==> config.mk <==
export PLATFORM = sky130hd
export DESIGN_NAME = coin_round_ctrl
export DESIGN_NICKNAME = d
export VERILOG_FILES = /design/src/rtl/coin_pkg.sv /design/src/rtl/sec_tick_gen.sv /design/src/rtl/coin_round_ctrl.sv
export SDC_FILE = /design/constraint.sdc
export NUM_CORES = 1
export LEC_CHECK = 0
export CELL_PAD_IN_SITES_DETAIL_PLACEMENT = 1
export CELL_PAD_IN_SITES_GLOBAL_PLACEMENT = 1
export CORE_MARGIN = 2
export CORE_UTILIZATION = 39
export DETAILED_ROUTE_END_ITERATION = 16
export PLACE_DENSITY = 0.82
export SLEW_MARGIN = 40
export SYNTH_ARGS = -nofsm -noshare
export SYNTH_HDL_FRONTEND = slang
export SYNTH_SLANG_ARGS = --single-unit
==> constraint.sdc <==
create_clock -name clk -period 3.2 [get_ports clk]
set_input_delay 0.64 -clock clk [delete_from_list [all_inputs] [get_ports clk]]
set_output_delay 0.64 -clock clk [all_outputs]
set_load 0.02 [all_outputs]
==> src/rtl/coin_pkg.sv <==
// Shared types and helpers for the coin/round session sequencer.
package coin_pkg;

    localparam int CNT_W = 4;
    localparam logic [CNT_W-1:0] CNT_MAX = 4'd15;

    typedef enum logic [2:0] {
        IDLE      = 3'd0,
        WAIT_COIN = 3'd1,
        COLLECT   = 3'd2,
        READY     = 3'd3,
        PLAY      = 3'd4,
        REFUND    = 3'd5
    } game_state_t;

    function automatic logic [CNT_W-1:0] sat_inc(input logic [CNT_W-1:0] v);
        return (v == CNT_MAX) ? v : v + 4'd1;
    endfunction

endpackage

==> src/rtl/sec_tick_gen.sv <==
// One-second prescaler: counts 0..TICK_DIV-1 while enabled, held at 0 otherwise.
module sec_tick_gen #(
    parameter int TICK_DIV = 50_000_000
) (
    input  logic clk,
    input  logic rst_n,
    input  logic en,
    output logic tick
);

    localparam int W = (TICK_DIV > 1) ? $clog2(TICK_DIV) : 1;
    localparam logic [W-1:0] LAST = W'(TICK_DIV - 1);

    logic [W-1:0] cnt_r;

    // Prescaler counter, cleared whenever the insert window is not open.
    always_ff @(posedge clk or negedge rst_n) begin
        if (!rst_n) begin
            cnt_r <= '0;
        end else if (!en || (cnt_r == LAST)) begin
            cnt_r <= '0;
        end else begin
            cnt_r <= cnt_r + W'(1);
        end
    end

    assign tick = en && (cnt_r == LAST);

endmodule

==> src/rtl/coin_round_ctrl.sv <==
// Game-session sequencer: coin counting, insert timeout and round granting.
// Optional feature macro COIN_REFUND_EN: timeout refunds every credited coin.
module coin_round_ctrl
    import coin_pkg::*;
#(
    parameter int TICK_DIV = 50_000_000
`ifdef COIN_REFUND_EN
    , parameter int REFUND_GAP = 4
`endif
) (
    input  logic             clk,
    input  logic             rst_n,
    input  logic             cfg_valid,
    input  logic [CNT_W-1:0] coins_to_insert,
    input  logic [CNT_W-1:0] coin_num_per_round,
    input  logic [CNT_W-1:0] wait_time_for_insert,
    input  logic             coin_pulse,
    input  logic             start_btn,
    input  logic             round_done,
    output logic             round_start,
    output logic             round_active,
    output logic [CNT_W-1:0] credit,
    output logic [CNT_W-1:0] rounds_left,
    output logic [CNT_W-1:0] time_left,
    output logic             refund_pulse
);

`ifdef COIN_REFUND_EN
    localparam game_state_t TIMEOUT_STATE = REFUND;
    localparam int GAP_W = (REFUND_GAP > 1) ? $clog2(REFUND_GAP) : 1;
    localparam logic [GAP_W-1:0] GAP_LAST = GAP_W'(REFUND_GAP - 1);
    logic [GAP_W-1:0] gap_r;
    logic             refund_pulse_r;
`else
    localparam game_state_t TIMEOUT_STATE = WAIT_COIN;
`endif

    game_state_t      state_r, state_nxt_s;
    logic [CNT_W-1:0] price_r, rounds_r, wait_r;
    logic [CNT_W-1:0] credit_r, rounds_left_r, time_left_r;
    logic [CNT_W-1:0] credit_inc_s, credit_nxt_s;
    logic             round_start_r, round_active_r;
    logic             coin_ok_s, charge_s, tick_s, tick_en_s, refund_fire_s;

    assign tick_en_s = (state_r == COLLECT);

    sec_tick_gen #(.TICK_DIV(TICK_DIV)) u_tick (
        .clk   (clk),
        .rst_n (rst_n),
        .en    (tick_en_s),
        .tick  (tick_s)
    );

`ifdef COIN_REFUND_EN
    assign refund_fire_s = (state_r == REFUND) && (gap_r == GAP_LAST) && (credit_r != 4'd0);
`else
    assign refund_fire_s = 1'b0;
`endif

    // Next-state decode; a coin always beats a simultaneous final tick.
    always_comb begin
        state_nxt_s = state_r;
        case (state_r)
            IDLE: begin
                if (cfg_valid) state_nxt_s = WAIT_COIN;
                else           state_nxt_s = IDLE;
            end
            WAIT_COIN: begin
                if (!cfg_valid)                   state_nxt_s = IDLE;
                else if (credit_inc_s >= price_r) state_nxt_s = READY;
                else if (coin_ok_s)               state_nxt_s = COLLECT;
                else                              state_nxt_s = WAIT_COIN;
            end
            COLLECT: begin
                if (credit_inc_s >= price_r)                  state_nxt_s = READY;
                else if (coin_ok_s)                           state_nxt_s = COLLECT;
                else if (tick_s && (time_left_r == 4'd1))     state_nxt_s = TIMEOUT_STATE;
                else                                          state_nxt_s = COLLECT;
            end
            READY: begin
                if (start_btn) state_nxt_s = PLAY;
                else           state_nxt_s = READY;
            end
            PLAY: begin
                if (!round_done)                 state_nxt_s = PLAY;
                else if (rounds_left_r <= 4'd1)  state_nxt_s = WAIT_COIN;
                else                             state_nxt_s = READY;
            end
            REFUND: begin
                if (credit_r == 4'd0) state_nxt_s = WAIT_COIN;
                else                  state_nxt_s = TIMEOUT_STATE;
            end
            default: state_nxt_s = IDLE;
        endcase
    end

    // Credit datapath: price is charged only when READY is reached from a paying state.
    always_comb begin
        coin_ok_s    = coin_pulse && (state_r != IDLE) && (state_r != REFUND);
        credit_inc_s = coin_ok_s ? sat_inc(credit_r) : credit_r;
        charge_s     = (state_nxt_s == READY) && ((state_r == WAIT_COIN) || (state_r == COLLECT));
        credit_nxt_s = refund_fire_s ? (credit_r - 4'd1)
                     : (charge_s ? (credit_inc_s - price_r) : credit_inc_s);
    end

    // State, shadow config, counters and registered outputs.
    always_ff @(posedge clk or negedge rst_n) begin
        if (!rst_n) begin
            state_r        <= IDLE;
            price_r        <= 4'd0;
            rounds_r       <= 4'd0;
            wait_r         <= 4'd0;
            credit_r       <= 4'd0;
            rounds_left_r  <= 4'd0;
            time_left_r    <= 4'd0;
            round_start_r  <= 1'b0;
            round_active_r <= 1'b0;
`ifdef COIN_REFUND_EN
            gap_r          <= '0;
            refund_pulse_r <= 1'b0;
`endif
        end else begin
            state_r  <= state_nxt_s;
            credit_r <= credit_nxt_s;
            if ((state_r == IDLE) && cfg_valid) begin
                price_r  <= coins_to_insert;
                rounds_r <= (coin_num_per_round == 4'd0) ? 4'd1 : coin_num_per_round;
                wait_r   <= wait_time_for_insert;
            end
            if (charge_s) begin
                rounds_left_r <= rounds_r;
            end else if ((state_r == PLAY) && round_done && (rounds_left_r != 4'd0)) begin
                rounds_left_r <= rounds_left_r - 4'd1;
            end
            // A zero wait time loads 0 and never counts, which disables the timeout.
            if (state_nxt_s != COLLECT) begin
                time_left_r <= 4'd0;
            end else if (coin_ok_s) begin
                time_left_r <= wait_r;
            end else if (tick_s && (time_left_r != 4'd0)) begin
                time_left_r <= time_left_r - 4'd1;
            end
            round_start_r  <= (state_nxt_s == PLAY) && (state_r != PLAY);
            round_active_r <= (state_nxt_s == PLAY);
`ifdef COIN_REFUND_EN
            gap_r          <= ((state_r != REFUND) || (gap_r == GAP_LAST)) ? '0 : gap_r + GAP_W'(1);
            refund_pulse_r <= refund_fire_s;
`endif
        end
    end

    assign credit       = credit_r;
    assign rounds_left  = rounds_left_r;
    assign time_left    = time_left_r;
    assign round_start  = round_start_r;
    assign round_active = round_active_r;
`ifdef COIN_REFUND_EN
    assign refund_pulse = refund_pulse_r;
`else
    assign refund_pulse = 1'b0;
`endif

endmodule
# --- Word-level counts from Yosys, hierarchy flattened ---
# Index checks and enable logic that the tools add are counted.
# Widths: inputs -> output; s select.
word_totals:
  reg_bits: 55
  in_bits: 18
  output_inout_bits: 15
  word_cells: 71
classes:
  addsub: 5
  order_cmp: 2
  eq_ne: 13
  muxes: 21
  reduce_logical: 20
op_table:
  columns: ["operator", "count"]
  rows:
  - ["$mux 4", 9]
  - ["$add 26x1->26 const B", 1]
  - ["$eq 26x26->1 const B", 1]
  - ["$mux 26", 1]
  - ["$pmux 3 s6", 1]
  - ["$mux 2", 7]
  - ["$logic_and 1x1->1", 10]
  - ["$eq 3x2->1 const B", 3]
  - ["$eq 3x3->1 const B", 3]
  - ["$reduce_bool 4->1", 2]
  - ["$sub 4x1->4 const B", 2]
  - ["$mux 3", 2]
  - ["$ne 3x3->1 const B", 2]
  - ["$reduce_bool 3->1", 2]
  - ["$add 4x1->4 const B", 1]
  - ["$eq 4x1->1 const B", 1]
  - ["$eq 4x4->1 const B", 1]
  - ["$ge 4x4->1", 1]
  - ["$le 4x1->1 const B", 1]
  - ["$logic_not 4->1", 1]
  - ["$sub 4x4->4", 1]
  - ["$eq 3x1->1 const B", 1]
  - ["$logic_not 3->1", 1]
  - ["$ne 3x2->1 const B", 1]
  - ["4 further kinds", 5]

# --- Depth between registers and ports, before layout ---
# Gate-level depths: netlist of the first run.
depth:
  ltp_word: 11
  mapped_depth: 14
  ltp_nobuf: 13

# --- Modules after synthesis ---
# Synthesis of the first run repeated with hierarchy kept, for this count alone.
unflattened:
  hier_cells: 324
  area_unflattened_um2: 3158.0
modules_own_cells:
  columns: ["mod", "n_inst", "cells_per_inst", "area_per_inst_um2", "seq_area_each_um2"]
  rows:
  - ["coin_round_ctrl", 1, 172, 1735.4, 725.7]
  - ["sec_tick_gen", 1, 152, 1422.6, 650.6]

# --- Worst setup path after synthesis of the first run ---
# Ideal clock, no wire load.
synth_timing:
  path_type: "register to register"
  start: "reg state_r[0]"
  end: "reg credit_r[1], in the netlist credit[1]"
  setup_time_ns: 0.125
  arrival_ns: 2.930
  t_required_ns: 3.075
  path_slack_ns: 0.145
  path_stages_with_launch: 13
  path_buffers: 1
  synth_period_minus_slack_ns: 3.055
  cell_sequence: "dfrtp_1 buf_6 xor2_1 o21a_1 nand2_1 mux2_2 fa_1 a21oi_1 o21ai_0 a211oi_1 o211ai_1 nand2_2 mux2_2"
synth_via:
  elab_chain_len: 11
  word_cells_on_any_way: 26
  cone_classes: "add/sub: 1; order compare: 1; eq/ne: 7; mux: 9; reduce/logical: 8"
synth_lines:
  columns: ["item", "line_no", "text"]
  rows:
  - ["start: declaration", "coin_round_ctrl.sv:38", "game_state_t state_r, state_nxt_s;"]
  - ["start signal: assignment", "coin_round_ctrl.sv:123", "state_r <= state_nxt_s;"]
  - ["$reduce_bool 3->1", "coin_round_ctrl.sv:99", "coin_ok_s = coin_pulse && (state_r != IDLE) && (state_r != REFUND);"]
  - ["$logic_and 1x1->1 (2 in a row)", "coin_round_ctrl.sv:99", null]
  - ["$mux 4", "coin_round_ctrl.sv:100", "credit_inc_s = coin_ok_s ? sat_inc(credit_r) : credit_r;"]
  - ["$ge 4x4->1", "coin_round_ctrl.sv:70, coin_round_ctrl.sv:75", null]
  - ["$mux 2", "coin_round_ctrl.sv:70", "else if (credit_inc_s >= price_r) state_nxt_s = READY;"]
  - ["$mux 2", "coin_round_ctrl.sv:69", "if (!cfg_valid) state_nxt_s = IDLE;"]
  - ["$pmux 3 s6 *", "coin_round_ctrl.sv:63", "case (state_r)"]
  - ["named net state_nxt_s[1]", "coin_round_ctrl.sv:38", null]
  - ["$eq 3x2->1 *", "coin_round_ctrl.sv:101", "charge_s = (state_nxt_s == READY) && ((state_r == WAIT_COIN) || (state_r == COLLECT));"]
  - ["$logic_and 1x1->1 *", "coin_round_ctrl.sv:101", null]
  - ["$mux 4 *", "coin_round_ctrl.sv:103", ": (charge_s ? (credit_inc_s - price_r) : credit_inc_s);"]
  - ["named net credit_nxt_s[1]", "coin_round_ctrl.sv:41", "logic [CNT_W-1:0] credit_inc_s, credit_nxt_s;"]
  - ["end signal: assignment", "coin_round_ctrl.sv:124", "credit_r <= credit_nxt_s;"]
  - ["end: declaration", "coin_round_ctrl.sv:40", "logic [CNT_W-1:0] credit_r, rounds_left_r, time_left_r;"]
# Mark *: on every way through the listed nets, which the timed path passes. The rest lies on a longest branch.
# A chain may end at the register's enable or synchronous reset.

# --- Worst setup path after layout of the first run ---
layout_timing:
  start: "reg state_r[0]"
  end: "reg credit_r[1], in the netlist credit[1]"
layout_via:
  elab_chain_len: 11
  word_cells_on_any_way: 26
  cone_classes: "add/sub: 1; order compare: 1; eq/ne: 7; mux: 9; reduce/logical: 8"
layout_lines:
  columns: ["item", "line_no"]
  rows:
  - ["$reduce_bool 3->1", "coin_round_ctrl.sv:99"]
  - ["$logic_and 1x1->1 (2 in a row)", "coin_round_ctrl.sv:99"]
  - ["$mux 4", "coin_round_ctrl.sv:100"]
  - ["$ge 4x4->1", "coin_round_ctrl.sv:70, coin_round_ctrl.sv:75"]
  - ["$mux 2", "coin_round_ctrl.sv:70"]
  - ["$mux 2", "coin_round_ctrl.sv:69"]
  - ["$pmux 3 s6", "coin_round_ctrl.sv:63"]
  - ["$eq 3x2->1", "coin_round_ctrl.sv:101"]
  - ["$logic_and 1x1->1", "coin_round_ctrl.sv:101"]
  - ["$mux 4 *", "coin_round_ctrl.sv:103"]
  - ["named net credit_nxt_s[1]", "coin_round_ctrl.sv:41"]
# Marked as above.

==> results of run 1 <==
Yosys cell counts, drive strengths merged, types with 2 or more instances:
library cell	number	area [um2]
or4b	3	30.0
nand2b	3	18.8
mux2	15	169
a31o	2	17.5
nor2b	2	12.5
nor4bb	2	20.0
buf	3	23.8
o211ai	2	15.0
a211oi	5	42.5
xnor2	14	123
nor4	5	46.3
o21ai	12	60.1
nand2	28	108
ha	12	150
or3	4	25.0
nor2	52	195
and3	5	31.3
and4	2	17.5
nand3	8	40.0
xor2	18	158
a21oi	11	55.1
dfrtp	55	1380
nor3	6	30.0
inv	13	48.8
clkbuf	6	22.5
nand4	6	37.5
repair_timing:
item | in CTS | in global routing
gates resized for setup | 9 | 11
setup endpoints to repair | 12 | 12
pin swaps | 3 | 2
hold buffers | 0 | 0
flip-flops by register name, summed over array words and instances, names as in the netlist:
| register | cells |
|---|---|
| round_active | 1 |
| wait_r | 4 |
| rounds_left | 4 |
| credit | 4 |
| rounds_r | 4 |
| round_start | 1 |
| price_r | 4 |
| state_r | 3 |
| time_left | 4 |
| u_tick.cnt_r | 26 |
power groups by stage:
stage / Sequential [W] / Clock, W / Combinational (W)
4_1_cts: 0.00106 / 0.000389 / 0.00174
3_5_place_dp: 0.00107 / 0 / 0.00166
6_report: 0.00106 / 0.000373 / 0.00182
3_3_place_gp: 0.00106 / 0 / 0.00157
2_1_floorplan: 0.00112 / 0 / 0.000957
5_1_grt: 0.00109 / 0.000420 / 0.00201
metal layers:
layer | vias to the layer above | share of wire
li1 | 1134 | -
met3 | 8 | 0.036
met1 | 1171 | 0.45
met4 | 0 | 0.012
met5 | - | 0
met2 | 47 | 0.50
final cells by class:
type / count / area [um2] / share of cell area
clock inverters: 1 / 5.00 / 0.00137
inverters: 13 / 48.8 / 0.0133
repair buffers: 47 / 428 / 0.117
flip-flops and latches: 55 / 1380 / 0.376
clock buffers: 7 / 76.3 / 0.0209
multi-input cells: 230 / 1600 / 0.437
well taps: 99 / 124 / 0.0339
critical path: cells and delay by family, from the launching register on:
| kind | cells | cell delay (ns) |
|---|---|---|
| flops | 1 | 0.42 |
| xor+xnor | 2 | 0.45 |
| simple gates | 3 | 0.37 |
| fa+ha+maj | 2 | 0.58 |
| buf+inv | 2 | 0.21 |
| mux | 1 | 0.36 |
| compound gates | 4 | 0.55 |
layout by cell type (no fill, tap or decap), types with 6 or more instances in the layout:
cell type and count:
sky130_fd_sc_hd__nand3_1 8, sky130_fd_sc_hd__xnor2_1 14, sky130_fd_sc_hd__a21oi_1 10, sky130_fd_sc_hd__nand4_1 6, sky130_fd_sc_hd__clkdlybuf4s50_1 29, sky130_fd_sc_hd__ha_1 10, sky130_fd_sc_hd__inv_1 12, sky130_fd_sc_hd__mux2_2 15
sky130_fd_sc_hd__nand2_1 26, sky130_fd_sc_hd__xor2_1 16, sky130_fd_sc_hd__o21ai_0 8, sky130_fd_sc_hd__nor2_1 52, sky130_fd_sc_hd__dfrtp_1 55, sky130_fd_sc_hd__buf_4 16
stage by stage:
| step | util | setup TNS [ns] | power (W) | setup WS [ns] | hold slack, ns |
|---|---|---|---|---|---|
| 2_1_floorplan | - | 0 | 0.00208 | 0.145 | 0.344 |
| 3_3_place_gp | 0.478 | -3.12 | 0.00263 | -0.324 | 0.476 |
| 3_5_place_dp | 0.478 | -5.99 | 0.00273 | -0.546 | 0.482 |
| 4_1_cts | 0.493 | 0 | 0.00319 | 0.0156 | 0.336 |
| 5_1_grt | 0.499 | -0.113 | 0.00353 | -0.0244 | 0.345 |
| 6_report | 0.499 | 0 | 0.00325 | 0.142 | 0.323 |
kinds of logic (layout without fill, tap and decap cells):
group           count (synthesis)  in the layout
buf+inv                        22             68
simple gates                  130            130
mux                            16             16
compound gates                 38             38
xor+xnor                       32             32
other cells                     1              1
flops                          55             55
fa+ha+maj                      13             13
worst paths after layout:
check | startpoint | end | slack [ns]
setup / recovery | state_r[0]$_DFF_PN0_ | credit[1]$_DFF_PN0_ | 0.14
hold / removal | rst_n | price_r[3]$_DFFE_PN0P_ | 0.32
setup reg to reg | state_r[0]$_DFF_PN0_ | credit[1]$_DFF_PN0_ | 0.14
hold reg to reg | u_tick.cnt_r[0]$_DFF_PN0_ | u_tick.cnt_r[0]$_DFF_PN0_ | 0.49
max in group asynchronous | rst_n | u_tick.cnt_r[18]$_DFF_PN0_ | 2.58
min in group clk | u_tick.cnt_r[0]$_DFF_PN0_ | u_tick.cnt_r[0]$_DFF_PN0_ | 0.49
==> reports/qor.yml, run 1 <==
drt:
  route.detailed.vias_per_inst: 5.22
  drtAntennaViolNets: 0
  via_count: 2360
  routed_wire_length_per_instance_um: 15.7
  routed_wirelength_um: 7080
  drt_pre_antenna_iters: 4
  detailedRoute.firstIterationViolations: 81
  drcViolationCount: 0
timing:
  timing_worst_slew_pin_value_ns: 0.553
  slew-limit-headroom: 0.628
  skew_ns: 0.00574
  min_period_ns: 3.06
  final-hold-violation-count: 0
  maximum_achievable_frequency_ghz: 0.327
  finalMaxSlewViolations: 0
  layout_worst_path_cycle_share: 0.956
  report.final.setup_viol: 0
power:
  proportion_of_power_drawn_by_combinational_gates: 0.559
  p_int_w: 0.00189
  switching_share: 0.419
  switching_power_w: 0.00136
  peakVddDrop_v: 0.000518
  p_leak_nw: 1.51
  power.density_mw_per_mm2: 890
  share_seq_of_total_power: 0.326
  clockPowerShare: 0.115
global_routing:
  global_route.usage.met1: 0.244
  global_route.usage.met2: 0.319
  global_route.overflow_total: 0
  grt.total_usage: 0.184
  maximum_number_of_pins_on_one_net_before_global_route_repair: 30
  grt_antenna_before_repair: 0
  grt_use_met3: 0.0255
  grt_pass1_vias: 2554
  grt_peak_use_layer: "met2"
  grt_first_pass_wirelength_um: 12500
floorplan:
  die_ar_mm2: 0.00841
  ioPinCount: 33
  initial_core_util: 0.409
  fp-row-count: 31
  floorplan.die.height_um: 91.7
  design.core.area_mm2: 0.00733
  die_x_um: 91.7
place:
  dpl.hpwl_um: 5300
  placed_cell_area_mm2: 0.00351
  gp_congestion: 0.821
  place.port_buffers: 31
  placedCellCount: 444
worst_setup_path:
  max_stage_delay_ns: 0.42
  worst-endpoint-arrival_ns: 3.26
  crit_chain: "xor2_2, o21a_1, nand2_2, xor2_2, ha_2, inv_2, fa_2, a21oi_4, o21ai_4, buf_4, nand2_1, o311ai_2, nand2_2, mux2_2"
  worstPathMaxFanout: 8
  critical_path.startpoint_type: "flop"
  worstRegToRegCells: 14
  path_class: "reg -> reg"
  critPathCaptureType: "flop"
  cp.required_ns: 3.40
  crit_path_top_delay_cell: "sky130_fd_sc_hd__dfrtp_1"
yosys:
  synth_seq_area_share: 0.459
  synth_adder_area_share: 0.0567
  synth_area_mm2: 0.00300
  async_flop_share: 1.00
  synth-seq-cells: 55
  synth_enable_flop_cells: 0
  synth_fp_nets: 338
  post_synth_xor_area_fraction: 0.0935
  yosys_warnings: 0
  ys_types: 45
  synth_simple_gate_area_frac: 0.215
  synth-compound-area-share: 0.0834
  post_synth_inst_count: 307
  yosys-mux-area-fraction: 0.0597
  synthesis.area_per_instance_um2: 9.77
  yosys_most_used_dff: "sky130_fd_sc_hd__dfrtp_1"
  main_combinational_cell_family_by_area_after_synthesis: "simple AND/OR/NAND/NOR gates"
cts:
  numCtsBuffers: 5
  insertion_delay_ns: 0.31
  htreeDepth: 2
  clock_path_buffers: 2
  cts_root_buf: "sky130_fd_sc_hd__clkbuf_8"
  tritoncts: "built"
  clk_pin_slew_ns: 0.09
  postCtsSetupRepairBufs: 0
  cts.sinks: 55
final_layout:
  num_antenna_cells: 0
  fillerInstances: 827
  nets: 383
  syn2layout_area_growth_pct: 21.9
  layoutNonFillerInstCount: 452
  final_area_mm2: 0.00366
  drive_above_1_share: 0.176
min_path:
  worstHoldPathType: "in -> async"
job:
  cap_viol_max_count: 0
run_status:
  run_status: "finished, final reports clean"
Note: power is estimated with default switching activity, not from simulation.
==> inputs of run 2 (changes only) <==
- SETUP_SLACK_MARGIN: default -> 0.02
- SKIP_CTS_REPAIR_TIMING: default -> 1
==> reports/qor.yml, run 2 (synthesis gave the netlist of run 1 again) <==
global_routing:
  grt_antenna_before_repair: 0  # unchanged
  maximum_number_of_pins_on_one_net_before_global_route_repair: 30  # unchanged
  grt.total_usage: 0.181  # -0.00319
  global_route.overflow_total: 0  # unchanged
  grt_pass1_vias: 2524  # -1.2%
  grt_first_pass_wirelength_um: 12300  # -1.6%
timing:
  final-hold-violation-count: 0  # unchanged
  skew_ns: 0.00685  # +0.00111 ns
  finalMaxSlewViolations: 0  # unchanged
  maximum_achievable_frequency_ghz: 0.320  # -2.2%
  timing_worst_slew_pin_value_ns: 0.553  # unchanged
  layout_worst_path_cycle_share: 0.977  # +0.0218
  report.final.setup_viol: 0  # unchanged
  min_period_ns: 3.13  # +0.0699 ns
  slew-limit-headroom: 0.628  # unchanged
  fin_worst_hold_slack_ns: 0.321  # -0.00151 ns
  grt_setup_unrepaired: "yes"
floorplan:
  die_x_um: 91.7  # unchanged
  die_ar_mm2: 0.00841  # unchanged
  initial_core_util: 0.409  # unchanged
  floorplan.die.height_um: 91.7  # unchanged
  fp-row-count: 31  # unchanged
  design.core.area_mm2: 0.00733  # unchanged
  ioPinCount: 33  # unchanged
drt:
  route.detailed.vias_per_inst: 5.20  # -0.36%
  drtAntennaViolNets: 0  # unchanged
  routed_wire_length_per_instance_um: 15.7  # about the same
  drt_pre_antenna_iters: 4  # unchanged
  routed_wirelength_um: 7120  # +0.45%
  drcViolationCount: 0  # unchanged
  via_count: 2362  # +0.085%
  detailedRoute.firstIterationViolations: 94  # +16%
worst_setup_path:
  worst-endpoint-arrival_ns: 3.33  # +0.07 ns
  path_class: "reg -> reg"
  critical_path.startpoint_type: "flop"
  worstPathMaxFanout: 8  # unchanged
  critical_path_buf_inv_count: 2  # unchanged
  max_stage_delay_ns: 0.42  # about the same
  crit_path_top_delay_cell: "sky130_fd_sc_hd__dfrtp_1"
  cp.required_ns: 3.40  # about the same
  crit_chain: "xor2_2, o21a_1, nand2_2, xor2_2, ha_2, inv_2, fa_2, a21oi_2, o21ai_4, buf_4, nand2_1, o311ai_2, nand2_2, mux2_2"
  critical-path-top-delay-family: "compound AO/OA/AOI/OAI gates"
  critPathCaptureType: "flop"
cts:
  clk_pin_slew_ns: 0.10  # about the same
  clock_path_buffers: 2  # unchanged
  cts.sinks: 55  # unchanged
  numCtsBuffers: 5  # unchanged
  cts_root_buf: "sky130_fd_sc_hd__clkbuf_8"
  tritoncts: "built"
  htreeDepth: 2  # unchanged
  insertion_delay_ns: 0.31  # about the same
final_layout:
  syn2layout_area_growth_pct: 22.3
  largest-register: "u_tick.cnt_r"
  largest_register_ff_count: 26  # unchanged
  layout_common_cells: "sky130_fd_sc_hd__dfrtp_1 (55), sky130_fd_sc_hd__nor2_1 (52), sky130_fd_sc_hd__clkdlybuf4s50_1 (29)"
  num_antenna_cells: 0  # unchanged
  final_common_cell: "sky130_fd_sc_hd__dfrtp_1"
  fillerInstances: 828  # +0.12%
  nets: 385  # +0.52%
  layoutNonFillerInstCount: 454  # +0.44%
  drive_above_1_share: 0.183  # +0.00746
place:
  placedCellCount: 444  # unchanged
  dpl.hpwl_um: 5300  # unchanged
  place.port_buffers: 31  # unchanged
  gp_congestion: 0.821  # unchanged
power:
  power.density_mw_per_mm2: 896  # +0.63%
  peakVddDrop_v: 0.000554  # +7.0%
  p_leak_nw: 1.52  # +0.69%
job:
  cap_viol_max_count: 0  # unchanged
min_path:
  worstHoldPathType: "in -> async"
run_status:
  run_status: "finished, final reports clean"
run 2: worst register-to-register path, stage by stage (launching register included):
cell	delay (ns)
sky130_fd_sc_hd__dfrtp_1	0.42
sky130_fd_sc_hd__xor2_2	0.26
sky130_fd_sc_hd__o21a_1	0.20
sky130_fd_sc_hd__nand2_2	0.10
sky130_fd_sc_hd__xor2_2	0.21
sky130_fd_sc_hd__ha_2	0.20
sky130_fd_sc_hd__inv_2	0.04
sky130_fd_sc_hd__fa_2	0.37
sky130_fd_sc_hd__a21oi_2	0.17
sky130_fd_sc_hd__o21ai_4	0.11
sky130_fd_sc_hd__buf_4	0.16
sky130_fd_sc_hd__nand2_1	0.07
sky130_fd_sc_hd__o311ai_2	0.13
sky130_fd_sc_hd__nand2_2	0.21
sky130_fd_sc_hd__mux2_2	0.37
run 2: path summary, 6_finish.rpt:
kind / startpoint / endpoint / slack, ns / depth (start not counted)
worst max-delay path: state_r[2]$_DFF_PN0_ / credit[1]$_DFF_PN0_ / 0.07 / 14
min in group clk: u_tick.cnt_r[0]$_DFF_PN0_ / u_tick.cnt_r[0]$_DFF_PN0_ / 0.49 / 1
max in group asynchronous: rst_n / u_tick.cnt_r[18]$_DFF_PN0_ / 2.59 / 2
worst min-delay path: rst_n / price_r[3]$_DFFE_PN0P_ / 0.32 / 2
worst min register to register: u_tick.cnt_r[0]$_DFF_PN0_ / u_tick.cnt_r[0]$_DFF_PN0_ / 0.49 / 1
worst max register to register: state_r[2]$_DFF_PN0_ / credit[1]$_DFF_PN0_ / 0.07 / 14
run 2: routing by layer:
metal / up-vias / share of wire / track usage / wire length, um
li1: 1137 / - / - / -
met1: 1180 / 0.47 / 0.240 / 3320
met2: 37 / 0.50 / 0.314 / 3550
met3: 8 / 0.023 / 0.0247 / 167
met4: 0 / 0.012 / 0.0410 / 85
met5: - / 0 / 0 / 0
run 2: power breakdown:
group | switching [W] | internal (W) | leakage (nW) | total, W
Clock | 0.000222 | 0.000154 | 0.0422 | 0.000377
Sequential | 0.000182 | 0.000882 | 0.718 | 0.00106
Combinational | 0.000971 | 0.000874 | 0.762 | 0.00185
Total | 0.00138 | 0.00191 | 1.52 | 0.00329
run 2: area by class of cell:
cell class | count | area (um2) | area share
clock buffer | 7 | 76.3 | 0.0208
clock inverter | 1 | 5.00 | 0.00136
inverter | 13 | 48.8 | 0.0133
multi-input combinational | 230 | 1590 | 0.435
sequential | 55 | 1380 | 0.375
tap | 99 | 124 | 0.0338
timing repair buffer | 49 | 443 | 0.121
run 2: per-stage QoR:
step / utilization / setup TNS (ns) / setup WS (ns) / total power, W / instance area (um2)
after floorplan: - / 0 / 0.145 / 0.00208 / 3000
after CTS: 0.490 / -2.09 / -0.255 / 0.00312 / 3590
after global routing: 0.500 / -0.366 / -0.0683 / 0.00354 / 3670
final: 0.500 / 0 / 0.0725 / 0.00329 / 3670
after global placement: 0.478 / -3.12 / -0.324 / 0.00263 / 3510
after detailed placement: 0.478 / -5.99 / -0.546 / 0.00273 / 3510
==> inputs of run 3 (changes only) <==
- CORE_UTILIZATION: 39 -> 47
- PLACE_DENSITY: 0.82 -> 0.92
- clock period: 3.2 -> 3.85 ns (I/O delays scaled with it)
==> reports/qor.yml, run 3 (synthesis gave the netlist of run 1 again) <==
run_status:
  run_status: "finished, final reports clean"
floorplan:
  die_ar_mm2: 0.00704  # -16%
  die_x_um: 83.9  # -8.5%
  initial_core_util: 0.478  # +0.0687
  ioPinCount: 33  # unchanged
  fp-row-count: 29  # -6.5%
  floorplan.die.height_um: 83.9  # -8.5%
  design.core.area_mm2: 0.00628  # -14%
global_routing:
  grt_pass1_vias: 2655  # +5.2%
  grt_antenna_before_repair: 0  # unchanged
  grt_first_pass_wirelength_um: 13200  # +7.5%
  global_route.overflow_total: 0  # unchanged
  maximum_number_of_pins_on_one_net_before_global_route_repair: 31  # +3.3%
  grt.total_usage: 0.235  # +0.0539
min_path:
  worstHoldPathType: "in -> async"
cts:
  cts.sinks: 55  # unchanged
  tritoncts: "built"
  clk_pin_slew_ns: 0.11  # about the same
  clock_path_buffers: 2  # unchanged
  insertion_delay_ns: 0.32  # about the same
  numCtsBuffers: 5  # unchanged
  cts_root_buf: "sky130_fd_sc_hd__clkbuf_8"
  htreeDepth: 2  # unchanged
timing:
  report.final.setup_viol: 0  # unchanged
  skew_ns: 0.00763  # +0.000778 ns
  finalMaxSlewViolations: 0  # unchanged
  post-route-worst-setup-slack_ns: 0.0967  # +0.0242 ns
  maximum_achievable_frequency_ghz: 0.266
  fin_tns_setup_ns: 0  # unchanged
  min_period_ns: 3.75
  timing_worst_slew_pin_value_ns: 0.672  # +0.119 ns
  layout_worst_path_cycle_share: 0.975
  final-hold-violation-count: 0  # unchanged
  slew-limit-headroom: 0.548  # -0.0804
power:
  clockPowerShare: 0.157  # +0.042
  peakVddDrop_v: 0.000465  # -16%
  power.density_mw_per_mm2: 757  # -15%
  p_int_w: 0.00155  # -19%
  share_seq_of_total_power: 0.343  # +0.019
  proportion_of_power_drawn_by_combinational_gates: 0.500  # -0.062
  switching_power_w: 0.00113  # -18%
  p_leak_nw: 1.47  # -3.4%
  switching_share: 0.422  # +0.00383
drt:
  routed_wirelength_um: 7740  # +8.8%
  drcViolationCount: 0  # unchanged
  detailedRoute.firstIterationViolations: 179  # +90%
  routed_wire_length_per_instance_um: 18.4  # +18%
  route.detailed.vias_per_inst: 5.79  # +11%
  drtAntennaViolNets: 0  # unchanged
  via_count: 2430  # +2.9%
  drt_pre_antenna_iters: 4  # unchanged
final_layout:
  final_common_cell: "sky130_fd_sc_hd__dfrtp_1"
  num_antenna_cells: 0  # unchanged
  syn2layout_area_growth_pct: 17.9
  drive_above_1_share: 0.125  # -0.0577
  largest_register_ff_count: 26  # unchanged
  layout_common_cells: "sky130_fd_sc_hd__dfrtp_1 (55), sky130_fd_sc_hd__nor2_1 (52), sky130_fd_sc_hd__clkdlybuf4s50_1 (30)"
  nets: 373  # -3.1%
  largest-register: "u_tick.cnt_r"
worst_setup_path:
  worstSetupEndpoint: "rounds_left[2]$_DFFE_PN0P_"
  worstRegToRegCells: 13  # -1
  crit_chain: "clkdlybuf4s50_1, o21a_1, nand2_1, xor2_2, ha_1, inv_1, fa_1, a21oi_1, o21ai_1, a211oi_1, o211ai_1, nand2_2, mux2_2"
  cp-startpoint: "coin_pulse"
  cp.required_ns: 4.06  # +0.66 ns
  crit_path_top_delay_cell: "sky130_fd_sc_hd__clkdlybuf4s50_1"
  timing.rr.start: "state_r[0]$_DFF_PN0_"
  critPathCaptureType: "flop"
  max_stage_delay_ns: 0.57  # +0.15 ns
  worst-endpoint-arrival_ns: 3.97  # +0.64 ns
  worstReg2RegEnd: "rounds_left[2]$_DFFE_PN0P_"
  worstPathMaxFanout: 8  # unchanged
  path_class: "in -> reg"
  critical_path.startpoint_type: "input port"
  timing.reg2reg.setup_slack_ns: 0.26  # +0.19 ns
job:
  cap_viol_max_count: 0  # unchanged
place:
  gp_congestion: 0.822  # +0.15%
  place.port_buffers: 31  # unchanged
  dpl.hpwl_um: 5540  # +4.6%
  preCtsSetupSlack_ns: -0.192  # +0.354 ns
run 3: changes by cell type in the layout (fill, tap and decap cells not counted), sizes merged:
cell	before	now
dlymetal6s2s	1	0
clkdlybuf4s50	29	30
bufinv	0	1
clkinv	1	0
buf	19	7
inv	13	14
clkbuf	7	6
run 3: worst min-delay path by stage:
stage and endpoint:
2_1_floorplan u_tick.cnt_r[0]$_DFF_PN0_, 3_3_place_gp u_tick.cnt_r[0]$_DFF_PN0_, 3_5_place_dp u_tick.cnt_r[0]$_DFF_PN0_, 4_1_cts u_tick.cnt_r[20]$_DFF_PN0_, 5_1_grt u_tick.cnt_r[20]$_DFF_PN0_, 6_report u_tick.cnt_r[20]$_DFF_PN0_
run 3: critical path, delay by kind of cell:
kind,cells,cell delay [ns]
multiplexers,1,0.37
AND/OR/NAND/NOR,2,0.37
adder cells (fa/ha/maj),2,0.60
buffers and inverters,2,0.64
XOR/XNOR,1,0.21
AO/OA/AOI/OAI,5,1.00
run 3: per-stage QoR:
step            util  power (W)  area [um2]  hold WS, ns  instances
4_1_cts        0.560    0.00265        3520        0.495        419
6_report       0.563    0.00268        3540        0.469        420
3_5_place_dp   0.541    0.00220        3400        0.480        411
3_3_place_gp   0.541    0.00208        3400        0.473        411
2_1_floorplan      -    0.00173        3000        0.455        307
5_1_grt        0.563    0.00286        3540        0.512        420
run 3: cell type report:
class,instances,area (um2)
Fill cell,708,2740
Multi-Input combinational cell,230,1540
Sequential cell,55,1380
Timing Repair Buffer,37,350
Tap cell,77,96.3
Clock buffer,6,82.6
Inverter,13,48.8
Clock inverter,2,38.8
run 3: layer usage:
layer	routed length, um	GRT usage
met1	3480	0.304
met2	3850	0.406
met3	258	0.0346
met4	147	0.0733
met5	0	0
run 3: power by group through the flow:
| stage | clock (W) | combinational, W | sequential [W] |
|---|---|---|---|
| global route | 0.000447 | 0.00147 | 0.000939 |
| detailed placement | 0 | 0.00128 | 0.000922 |
| CTS | 0.000424 | 0.00132 | 0.000911 |
| floorplan | 0 | 0.000795 | 0.000930 |
| global placement | 0 | 0.00118 | 0.000910 |
| finish | 0.000421 | 0.00134 | 0.000918 |
